==> src/rtl/rf_ctrl_pkg.sv <==
// Shared types and helpers for the register-file write-back path.
// Lane 15 of a vector write carries scalar data.
package rf_ctrl_pkg;

  localparam int LANES = 16;
  localparam int XLEN  = 32;

  localparam logic [2:0] CMD_VTOS = 3'b101;
  localparam logic [3:0] PC_IDX   = 4'hF;

  typedef logic [LANES-1:0][XLEN-1:0] vreg_t;
  typedef logic [3:0] reg_idx_t;

  // Vector write-select with the vtos command still lands in a scalar reg.
  function automatic logic is_scalar(
    input logic       sel,
    input logic [2:0] cmd
  );
    return ~sel | (cmd == CMD_VTOS);
  endfunction

endpackage

==> src/rtl/rf_wb_scheduler_if.sv <==
// Two-requester write-back bus: index 0 is execute, index 1 is memory.
// A requester holds its request until it sees its ready bit.
interface rf_wb_scheduler_if;
  import rf_ctrl_pkg::*;

  logic [1:0]      wb_valid;
  logic [1:0]      wb_ready;
  reg_idx_t [1:0]  wb_addr;
  logic [1:0]      wb_vec;
  logic [1:0][2:0] wb_cmd;
  vreg_t [1:0]     wb_data;

  modport master (
    output wb_valid,
    output wb_addr,
    output wb_vec,
    output wb_cmd,
    output wb_data,
    input  wb_ready
  );

  modport slave (
    input  wb_valid,
    input  wb_addr,
    input  wb_vec,
    input  wb_cmd,
    input  wb_data,
    output wb_ready
  );

endinterface

==> src/rtl/rf_scoreboard.sv <==
// Pending-destination tracker: RAW/WAW stall, reserve on issue,
// release on write-back grant, sticky error on unreserved release.
module rf_scoreboard
  import rf_ctrl_pkg::*;
(
  input  logic       clk,
  input  logic       rst,
  input  logic       iss_valid,
  input  reg_idx_t   iss_rs1,
  input  reg_idx_t   iss_rs2,
  input  logic       iss_rs1_v,
  input  logic       iss_rs2_v,
  input  reg_idx_t   iss_rd,
  input  logic       iss_rd_v,
  input  logic [2:0] iss_rd_cmd,
  input  logic       iss_rd_we,
  output logic       iss_stall,
  input  logic       clr_en,
  input  reg_idx_t   clr_idx,
  input  logic       clr_s,
  output logic       sb_err
);

  logic [15:0] busy_s;
  logic [15:0] busy_v;
  logic [15:0] set_s;
  logic [15:0] set_v;
  logic [15:0] clr_sm;
  logic [15:0] clr_vm;
  logic        rd_s;
  logic        rsv;
  logic        clr_hit;

  // The PC alias is never reported busy.
  function automatic logic hit(
    input logic [15:0] bs,
    input logic [15:0] bv,
    input reg_idx_t    i,
    input logic        s
  );
    return s ? (bs[i] & (i != PC_IDX)) : bv[i];
  endfunction

  // Hazard detection and per-bit set/clear masks.
  always_comb begin
    rd_s      = is_scalar(iss_rd_v, iss_rd_cmd);
    iss_stall = iss_valid & (
      hit(busy_s, busy_v, iss_rs1, ~iss_rs1_v) |
      hit(busy_s, busy_v, iss_rs2, ~iss_rs2_v) |
      (iss_rd_we & hit(busy_s, busy_v, iss_rd, rd_s)));
    rsv     = iss_valid & ~iss_stall & iss_rd_we;
    set_s   = '0;
    set_v   = '0;
    clr_sm  = '0;
    clr_vm  = '0;
    if (rsv) begin
      if (!rd_s)
        set_v[iss_rd] = 1'b1;
      else if (iss_rd != PC_IDX)
        set_s[iss_rd] = 1'b1;
    end
    if (clr_en) begin
      if (clr_s)
        clr_sm[clr_idx] = 1'b1;
      else
        clr_vm[clr_idx] = 1'b1;
    end
    clr_hit = hit(busy_s, busy_v, clr_idx, clr_s);
  end

  // Busy update: a same-edge reserve overrides the release.
  always_ff @(posedge clk or posedge rst) begin
    if (rst) begin
      busy_s <= '0;
      busy_v <= '0;
      sb_err <= 1'b0;
    end else begin
      busy_s <= (busy_s & ~clr_sm) | set_s;
      busy_v <= (busy_v & ~clr_vm) | set_v;
      if (clr_en && !clr_hit)
        sb_err <= 1'b1;
    end
  end

endmodule

==> src/rtl/rf_wb_scheduler.sv <==
// Round-robin merge of execute/memory write-backs onto one registered
// register-file write port, plus the issue hazard scoreboard.
module rf_wb_scheduler
  import rf_ctrl_pkg::*;
#(
  parameter int CNT_W = 16
) (
  input  logic             clk,
  input  logic             rst,
  input  logic             iss_valid,
  input  reg_idx_t         iss_rs1,
  input  reg_idx_t         iss_rs2,
  input  logic             iss_rs1_v,
  input  logic             iss_rs2_v,
  input  reg_idx_t         iss_rd,
  input  logic             iss_rd_v,
  input  logic [2:0]       iss_rd_cmd,
  input  logic             iss_rd_we,
  output logic             iss_stall,
  rf_wb_scheduler_if.slave wb,
  output logic             rf_we,
  output reg_idx_t         rf_wa,
  output logic             rf_sel_w,
  output logic [2:0]       rf_cmd,
  output vreg_t            rf_wd,
  output logic             sb_err,
  output logic [CNT_W-1:0] wb_conflicts
);

  localparam logic [CNT_W-1:0] ONE = CNT_W'(1);

  logic [1:0] gnt;
  logic       gnt_en;
  logic       sel;
  logic       rr_ptr;

  // Single valid wins outright; on contention rr_ptr picks.
  always_comb begin
    gnt = wb.wb_valid;
    if (&wb.wb_valid)
      gnt = rr_ptr ? 2'b10 : 2'b01;
  end

  assign wb.wb_ready = gnt;
  assign gnt_en      = |gnt;
  assign sel         = gnt[1];

  // Output stage, round-robin pointer and saturating contention count.
  always_ff @(posedge clk or posedge rst) begin
    if (rst) begin
      rf_we        <= 1'b0;
      rf_wa        <= '0;
      rf_sel_w     <= 1'b0;
      rf_cmd       <= '0;
      rf_wd        <= '0;
      rr_ptr       <= 1'b0;
      wb_conflicts <= '0;
    end else begin
      rf_we <= gnt_en;
      if (gnt_en) begin
        rf_wa    <= wb.wb_addr[sel];
        rf_sel_w <= wb.wb_vec[sel];
        rf_cmd   <= wb.wb_cmd[sel];
        rf_wd    <= wb.wb_data[sel];
        rr_ptr   <= ~sel;
      end
      if (&wb.wb_valid && !(&wb_conflicts))
        wb_conflicts <= wb_conflicts + ONE;
    end
  end

  rf_scoreboard u_sb (
    .clk        (clk),
    .rst        (rst),
    .iss_valid  (iss_valid),
    .iss_rs1    (iss_rs1),
    .iss_rs2    (iss_rs2),
    .iss_rs1_v  (iss_rs1_v),
    .iss_rs2_v  (iss_rs2_v),
    .iss_rd     (iss_rd),
    .iss_rd_v   (iss_rd_v),
    .iss_rd_cmd (iss_rd_cmd),
    .iss_rd_we  (iss_rd_we),
    .iss_stall  (iss_stall),
    .clr_en     (gnt_en),
    .clr_idx    (wb.wb_addr[sel]),
    .clr_s      (is_scalar(wb.wb_vec[sel], wb.wb_cmd[sel])),
    .sb_err     (sb_err)
  );

endmodule

==> src/flat_wrapper.sv <==
// flat-port wrapper written by rule: the top's interface ports become plain ports
module rf_wb_scheduler_flat import rf_ctrl_pkg::*;
#(
  parameter int CNT_W = 16
)
  (clk, rst, iss_valid, iss_rs1, iss_rs2, iss_rs1_v, iss_rs2_v, iss_rd, iss_rd_v, iss_rd_cmd, iss_rd_we, iss_stall, rf_we, rf_wa, rf_sel_w, rf_cmd, rf_wd, sb_err, wb_conflicts, wb_wb_valid, wb_wb_addr, wb_wb_vec, wb_wb_cmd, wb_wb_data, wb_wb_ready);
  rf_wb_scheduler_if wb_i ();
  input  logic clk;
  input  logic rst;
  input  logic iss_valid;
  input  reg_idx_t iss_rs1;
  input  reg_idx_t iss_rs2;
  input  logic iss_rs1_v;
  input  logic iss_rs2_v;
  input  reg_idx_t iss_rd;
  input  logic iss_rd_v;
  input  logic [2:0] iss_rd_cmd;
  input  logic iss_rd_we;
  output logic iss_stall;
  output logic rf_we;
  output reg_idx_t rf_wa;
  output logic rf_sel_w;
  output logic [2:0] rf_cmd;
  output vreg_t rf_wd;
  output logic sb_err;
  output logic [CNT_W-1:0] wb_conflicts;
  input wire logic [$bits(wb_i.wb_valid)-1:0] wb_wb_valid;
  input wire logic [$bits(wb_i.wb_addr)-1:0] wb_wb_addr;
  input wire logic [$bits(wb_i.wb_vec)-1:0] wb_wb_vec;
  input wire logic [$bits(wb_i.wb_cmd)-1:0] wb_wb_cmd;
  input wire logic [$bits(wb_i.wb_data)-1:0] wb_wb_data;
  output wire logic [$bits(wb_i.wb_ready)-1:0] wb_wb_ready;
  assign wb_i.wb_valid = wb_wb_valid;
  assign wb_i.wb_addr = wb_wb_addr;
  assign wb_i.wb_vec = wb_wb_vec;
  assign wb_i.wb_cmd = wb_wb_cmd;
  assign wb_i.wb_data = wb_wb_data;
  assign wb_wb_ready = wb_i.wb_ready;
  rf_wb_scheduler #(.CNT_W(CNT_W)) u_core (.clk(clk), .rst(rst), .iss_valid(iss_valid), .iss_rs1(iss_rs1), .iss_rs2(iss_rs2), .iss_rs1_v(iss_rs1_v), .iss_rs2_v(iss_rs2_v), .iss_rd(iss_rd), .iss_rd_v(iss_rd_v), .iss_rd_cmd(iss_rd_cmd), .iss_rd_we(iss_rd_we), .iss_stall(iss_stall), .wb(wb_i), .rf_we(rf_we), .rf_wa(rf_wa), .rf_sel_w(rf_sel_w), .rf_cmd(rf_cmd), .rf_wd(rf_wd), .sb_err(sb_err), .wb_conflicts(wb_conflicts));
endmodule
==> config.mk <==
export PLATFORM = sky130hd
export DESIGN_NAME = rf_wb_scheduler_flat
export DESIGN_NICKNAME = d
export VERILOG_FILES = /design/src/rtl/rf_ctrl_pkg.sv /design/src/rtl/rf_wb_scheduler_if.sv /design/src/rtl/rf_scoreboard.sv /design/src/rtl/rf_wb_scheduler.sv /design/src/flat_wrapper.sv
export SDC_FILE = /design/constraint.sdc
export NUM_CORES = 2
export LEC_CHECK = 0
export ABC_AREA = 1
export BUFFER_PORTS_ARGS = -buffer_cell sky130_fd_sc_hd__buf_2
export CORE_AREA = 2 2 625 627
export DETAILED_ROUTE_END_ITERATION = 7
export DIE_AREA = 0 0 627 629
export PLACE_DENSITY_LB_ADDON = 0.12
export SLEW_MARGIN = 25
export SYNTH_ARGS = -nofsm -noshare
export SYNTH_HDL_FRONTEND = slang
export SYNTH_SLANG_ARGS = --single-unit
==> constraint.sdc <==
create_clock -name clk -period 43.1 [get_ports clk]
set_input_delay 12.93 -clock clk [delete_from_list [all_inputs] [get_ports clk]]
set_output_delay 12.93 -clock clk [all_outputs]
set_load 0.02 [all_outputs]
## Word level (Yosys, flattened, before mapping)

Cells that the tools add are included.

- Reduce and logical (&&, ||, !) cells: 9
- $add $sub $neg: 1
- $lt $le $gt $ge: 7
- Mux-type cells: 43
- Equal/unequal tests: 6
- Bitwise operators: 22

Operators with widths:

| cell | count |
|---|---|
| 512-bit 2-to-1 mux | 2 |
| 16-bit 2-to-1 mux | 9 |
| 16-bit AND | 2 |
| 1-bit binary-select mux with 4-bit select | 8 |
| 16-bit NOT | 2 |
| 16-bit OR | 2 |
| 4-bit by 5-bit < comparator with 1-bit output (second input constant) | 4 |
| 16-bit by 1-bit adder with 16-bit output (second input constant) | 1 |
| 1-bit 2-to-1 mux | 16 |
| 4-bit inequality test (second input constant) | 4 |
| 16-bit AND reduction | 1 |
| 1-bit AND | 8 |
| 1-bit demux with 4-bit select | 2 |
| 4-bit by 1-bit >= comparator with 1-bit output (second input constant) | 2 |
| 4-bit 2-to-1 mux | 2 |
| 3-bit == test (second input constant) | 2 |
| 3-bit 2-to-1 mux | 2 |
| 1-bit logical AND | 4 |
| 2-bit 2-to-1 mux | 2 |
| 1-bit NOT | 4 |
| 1-bit OR | 4 |
| 1-bit logical NOT | 2 |
| 1-bit by 2-bit < comparator with 1-bit output (second input constant) | 1 |
| 2-bit AND reduction | 1 |
| 2-bit OR reduction | 1 |

- Flip-flop bits (word level): 571

## Depth between registers and ports, before layout

- Depth after elaboration: 13
- Mapped depth: 15
- Gate-level depth less buffers: 15

## Hierarchy

Synthesis repeated with hierarchy kept, for this count alone.

- Cells, all modules: 3,558
- Area total of the unflattened synthesis: 27,551.4 um2

Modules (own cells, without submodules):

| module | area each (um2) | cells an instance | times used | seq. area each (um2) |
|---|---|---|---|---|
| rf_wb_scheduler | 24,180.7 | 2,997 | 1 | 13,462.9 |
| rf_scoreboard | 3,370.7 | 561 | 1 | 825.8 |

## Least setup slack after synthesis

Ideal clock, no wire load.

- Path kind: input-to-output
- Start point: input iss_rd[0]
- End point: output iss_stall
- Stages: 13
- Path slack: 15,818 ps
- Data required time: 30,170 ps
- Arrival time: 14,352 ps
- Path through: buf_6 > nand2_1 > buf_4 > nor2_1 > a21oi_1 > nand2_1 > nand2_1 > nand2_1 > nor2_1 > nand2_1 > nand2_1 > nand2_2 > a21boi_0

- Longest elaborated chain between the ends: 7

RTL lines:

| what | RTL line | RTL |
|---|---|---|
| start: declaration | flat_wrapper.sv:15 | `input reg_idx_t iss_rd;` |
| 1-bit binary-select mux with 4-bit select | rf_scoreboard.sv:41 | `return s ? (bs[i] & (i != PC_IDX)) : bv[i];` |
| 1-bit 2-to-1 mux (not written as such) | rf_scoreboard.sv:41 |  |
| 1-bit AND | rf_scoreboard.sv:41 |  |
| 1-bit 2-to-1 mux (*) | rf_scoreboard.sv:41 |  |
| 1-bit AND (*) | rf_scoreboard.sv:50 | `(iss_rd_we & hit(busy_s, busy_v, iss_rd, rd_s)));` |
| 1-bit OR (*) | rf_scoreboard.sv:49 | `hit(busy_s, busy_v, iss_rs2, ~iss_rs2_v) \|` |
| 1-bit AND (*) | rf_scoreboard.sv:47 | `iss_stall = iss_valid & (` |
| end: declaration | flat_wrapper.sv:19 | `output logic iss_stall;` |

Mark *: on every way between the ends. The rest lies on a longest branch, timed or not. The select of a mux whose other input is x is not followed.

## Worst setup path in the final report

- Start point: input iss_rd_cmd[1]
- End point: output iss_stall

- Longest elaborated chain between the ends: 6

RTL lines:

| what | RTL line | RTL |
|---|---|---|
| start: declaration | flat_wrapper.sv:17 | `input logic [2:0] iss_rd_cmd;` |
| 3-bit == test | rf_ctrl_pkg.sv:19 | `return ~sel \| (cmd == CMD_VTOS);` |
| 1-bit OR | rf_ctrl_pkg.sv:19 |  |
| 1-bit 2-to-1 mux | rf_scoreboard.sv:41 |  |
| 1-bit AND | rf_scoreboard.sv:50 |  |
| 1-bit OR | rf_scoreboard.sv:49 |  |
| 1-bit AND | rf_scoreboard.sv:47 |  |

No other way between the ends.

==> summary.md <==
| Metric | Value |
|---|---|
| Seq/Total Area, Yosys | `52.18%` |
| Vias in the first global route | `33952` |
| Clock buffer depth | `4` |
| FFs w/ async S/R, synth | `100.0%` |
| Crit share post-route | `65.69%` |
| DR iter-0 viols | `1888` |
| Netlist Area Pre-Place | `27380 um^2` |
| Critical Path Start Type | `primary input` |
| Setup violators final | `0` |
| Compound-Gate Fraction of Synth Area | `20.66%` |
| Area Overhead vs Synth | `62.13%` |
| Hold Fails Final Rpt | `0` |
| Share of cells above drive strength 1 | `35.72%` |
| Root Driver | `clkbuf_16` |
| Met2 wire length | `130800 um` |
| Antenna-violating nets left | `0` |
| H-tree levels | `3` |
| Met3 WL post-DR | `21270 um` |
| Fillers | `45485` |
| Hpwl dp | `216300 um` |
| Skew final | `0.06655 ns` |
| Max layer used | `met5` |
| Status | `complete, no violations` |
| Detailed-route DRC error count | `0` |
| Worst Tran Pin Value | `1.049 ns` |
| Netlist cell types | `34` |
| Post-route minimum period | `28.31 ns` |
| First-pass GRT wire length | `343100 um` |
| Synth Flop Type | `dfrtp_1` |
| CTS sink cnt | `571` |
| Initial antenna violation count | `248` |
| FP Rows | `229` |
| Leak Pwr | `19.70 nW` |
| EDFF count, synth | `0` |
| Post-CTS Setup Bufs | `0` |
| # nets final | `6075` |
| IO Pins | `1605` |
| Setup TNS | `0 ns` |
| Post-Synthesis Net Count | `4579` |
| Top-area cell type share of the netlist area | `52.18%` |
| Top-count cell post-synth | `nand2_1` |
| Post-CTS sizing | `0` |
| RSZ-0062 raised after global routing | `false` |
| Synthesized instance count | `3514` |
| Pin count of the biggest net entering global routing | `160` |
| Worst Setup End Kind | `primary output` |
| Detailed Routing Iterations Pass 1 | `7` |
| Area of the multi-input gates | `11580 um^2` |
| Chip height | `629 um` |
| Leading area contributor after synthesis | `dfrtp_1` |
| Insertion delay to the later sink of the worst-skew pair | `0.80 ns` |
| Min-Delay Path Class | `flop to flop` |
| Core Area | `387700 um^2` |
| WL/cell | `25.61 um` |
| Top post-synthesis cells by area | `dfrtp_1 (52%), nand2_1 (11%), o21ai_0 (10%)` |
| Commonest cells in the netlist | `nand2_1 (770), dfrtp_1 (571), o21ai_0 (565), nor2_1 (553), a21oi_1 (524)` |
| Detailed-route via count | `32840` |
| Fmax | `35.32 MHz` |
| GPL Wtd Cong | `0.8511` |
| Die X | `627 um` |
| Syn Area/Cell | `7.793 um^2` |
| Port bufs | `1604` |
| Final Max Slew Viols | `0` |
| DIE AREA | `394400 um^2` |
| Detailed-route wire length | `265500 um` |
| Post-layout util | `11.45%` |
| Crit-path max FO | `32` |
| Req. time, crit path | `30.17 ns` |
| PD cells | `43.03 nW/um^2` |
| Max-Cap Viols | `0` |
| Placement Setup Slack | `14.80 ns` |
| Worst ir drop on vdd | `31.16 uV` |
| Slew headroom | `29.80%` |
| CTS Buf Count | `95` |
| Initial core utilization | `7.064%` |
| Post-synthesis simple-gate area fraction | `20.95%` |
| Critical path class | `primary input to primary output` |
| Largest family of logic cells by synthesized area | `simple AND/OR/NAND/NOR gates` |
| Synth Area in Adders | `0.04569%` |
| Mux cell area share after synthesis | `0%` |
| Xor and xnor area share after synthesis | `0.4798%` |
| CTS tree | `built` |
| Synth Warn # | `0` |
| Register area | `14290 um^2` |
| Gr ovfl total | `0` |
| Clk slew on worst S/H paths | `0.06 ns` |
| Global Route Usage Sum | `12.93%` |
| Setup slack after layout | `14.79 ns` |
| Number of synthesized register bits | `571` |
| Routed met1 length | `106800 um` |
| CP arrival | `15.38 ns` |
| CTS Hold Buffers Added | `0` |
| Via density | `3.167` |
layer usage:
metal | track usage, % | up-vias
met3 | 4.351 | 488
li1 | - | 14812
met5 | 0 | -
met1 | 15.26 | 16044
met4 | 2.513 | 124
met2 | 22.59 | 1372
worst max-delay path, cell delays in order:
cell and delay [ns]:
buf_2 0.09, nand3b_1 0.15, nand2_1 0.71, inv_1 0.22, a21oi_1 0.20, o21ai_1 0.09, nand2_1 0.09, nand2_2 0.36
a21boi_0 0.33, buf_2 0.21
kinds of logic (layout without fill, tap and decap cells):
| kind of cell | count (synthesis) | in the layout |
|---|---|---|
| other cells | 0 | 107 |
| flops | 571 | 571 |
| xor+xnor | 15 | 15 |
| fa+ha+maj | 1 | 1 |
| simple gates | 1455 | 1455 |
| compound gates | 1120 | 1120 |
| buf+inv | 352 | 1902 |
power breakdown:
group	total, mW	switching, mW	internal, mW
Combinational	0.471	0.339	0.132
Sequential	0.665	0.0595	0.606
Clock	0.774	0.324	0.449
Total	1.91	0.723	1.19
metrics by stage:
| stage | cells | power, mW | instance area [um^2] | hold slack [ns] |
|---|---|---|---|---|
| after floorplan | 3514 | 0.8727 | 27380 | 0.4580 |
| after global placement | 10108 | 1.163 | 41170 | 0.4512 |
| after detailed placement | 10108 | 1.161 | 41180 | 0.4579 |
| after CTS | 10259 | 1.969 | 44070 | 0.4741 |
| after global routing | 10288 | 2.014 | 44200 | 0.4954 |
| final | 10368 | 1.911 | 44400 | 0.4728 |
state kept, by name, summed over array words and instances, names as in the netlist:
name	cells
u_core.rf_wd	512
u_core.rf_cmd	3
u_core.rf_wa	4
u_core.u_sb.sb_err	1
u_core.rf_we	1
u_core.wb_conflicts	16
u_core.rf_sel_w	1
u_core.rr_ptr	1
u_core.u_sb.busy_v	16
u_core.u_sb.busy_s	16
placed cells by master (no fill, tap or decap), types with 2 or more instances in the layout:
| master | n |
|---|---|
| nand2_4 | 2 |
| nor2_4 | 2 |
| a21oi_1 | 522 |
| nand4_1 | 35 |
| buf_16 | 2 |
| o21ai_0 | 565 |
| xnor2_1 | 3 |
| nand3_1 | 58 |
| nor3_1 | 19 |
| clkbuf_8 | 10 |
| buf_4 | 48 |
| a21boi_0 | 2 |
| diode_2 | 107 |
| xor2_1 | 12 |
| clkinv_2 | 5 |
| nor2_1 | 549 |
| clkbuf_16 | 95 |
| nand2_1 | 770 |
| buf_12 | 3 |
| inv_1 | 85 |
| o21ai_1 | 7 |
| inv_8 | 2 |
| clkbuf_1 | 31 |
| inv_2 | 7 |
| dfrtp_1 | 571 |
| a31oi_1 | 6 |
| a21oi_4 | 2 |
| bufinv_16 | 5 |
| nand3b_1 | 2 |
| nor2_2 | 8 |
| nand2_2 | 5 |
| o211ai_1 | 13 |
| nor3_2 | 2 |
| buf_2 | 1604 |
layout make-up:
| class | instances | area share [%] |
|---|---|---|
| flip-flops and latches | 571 | 32.18 |
| multi-input cells | 2591 | 26.07 |
| repair buffers | 1657 | 19.15 |
| well taps | 5197 | 14.65 |
| clock buffers | 136 | 5.927 |
| inverters | 94 | 0.8286 |
| diodes | 107 | 0.6031 |
| clock inverters | 15 | 0.5834 |
final timing paths:
path / from / to / slack, ns / cells past startpoint
max in group asynchronous: rst / u_core.rf_wd[263] / 27.64 / 6
min in group asynchronous: rst / u_core.rf_wd[382] / 12.08 / 2
min reg2reg: u_core.u_sb.sb_err / u_core.u_sb.sb_err / 0.47 / 2
min: u_core.u_sb.sb_err / u_core.u_sb.sb_err / 0.47 / 2
max reg2reg: u_core.rr_ptr / u_core.rf_wd[36] / 38.06 / 10
max: iss_rd_cmd[1] / iss_stall / 14.79 / 10
(Power assumes the default switching activity.)
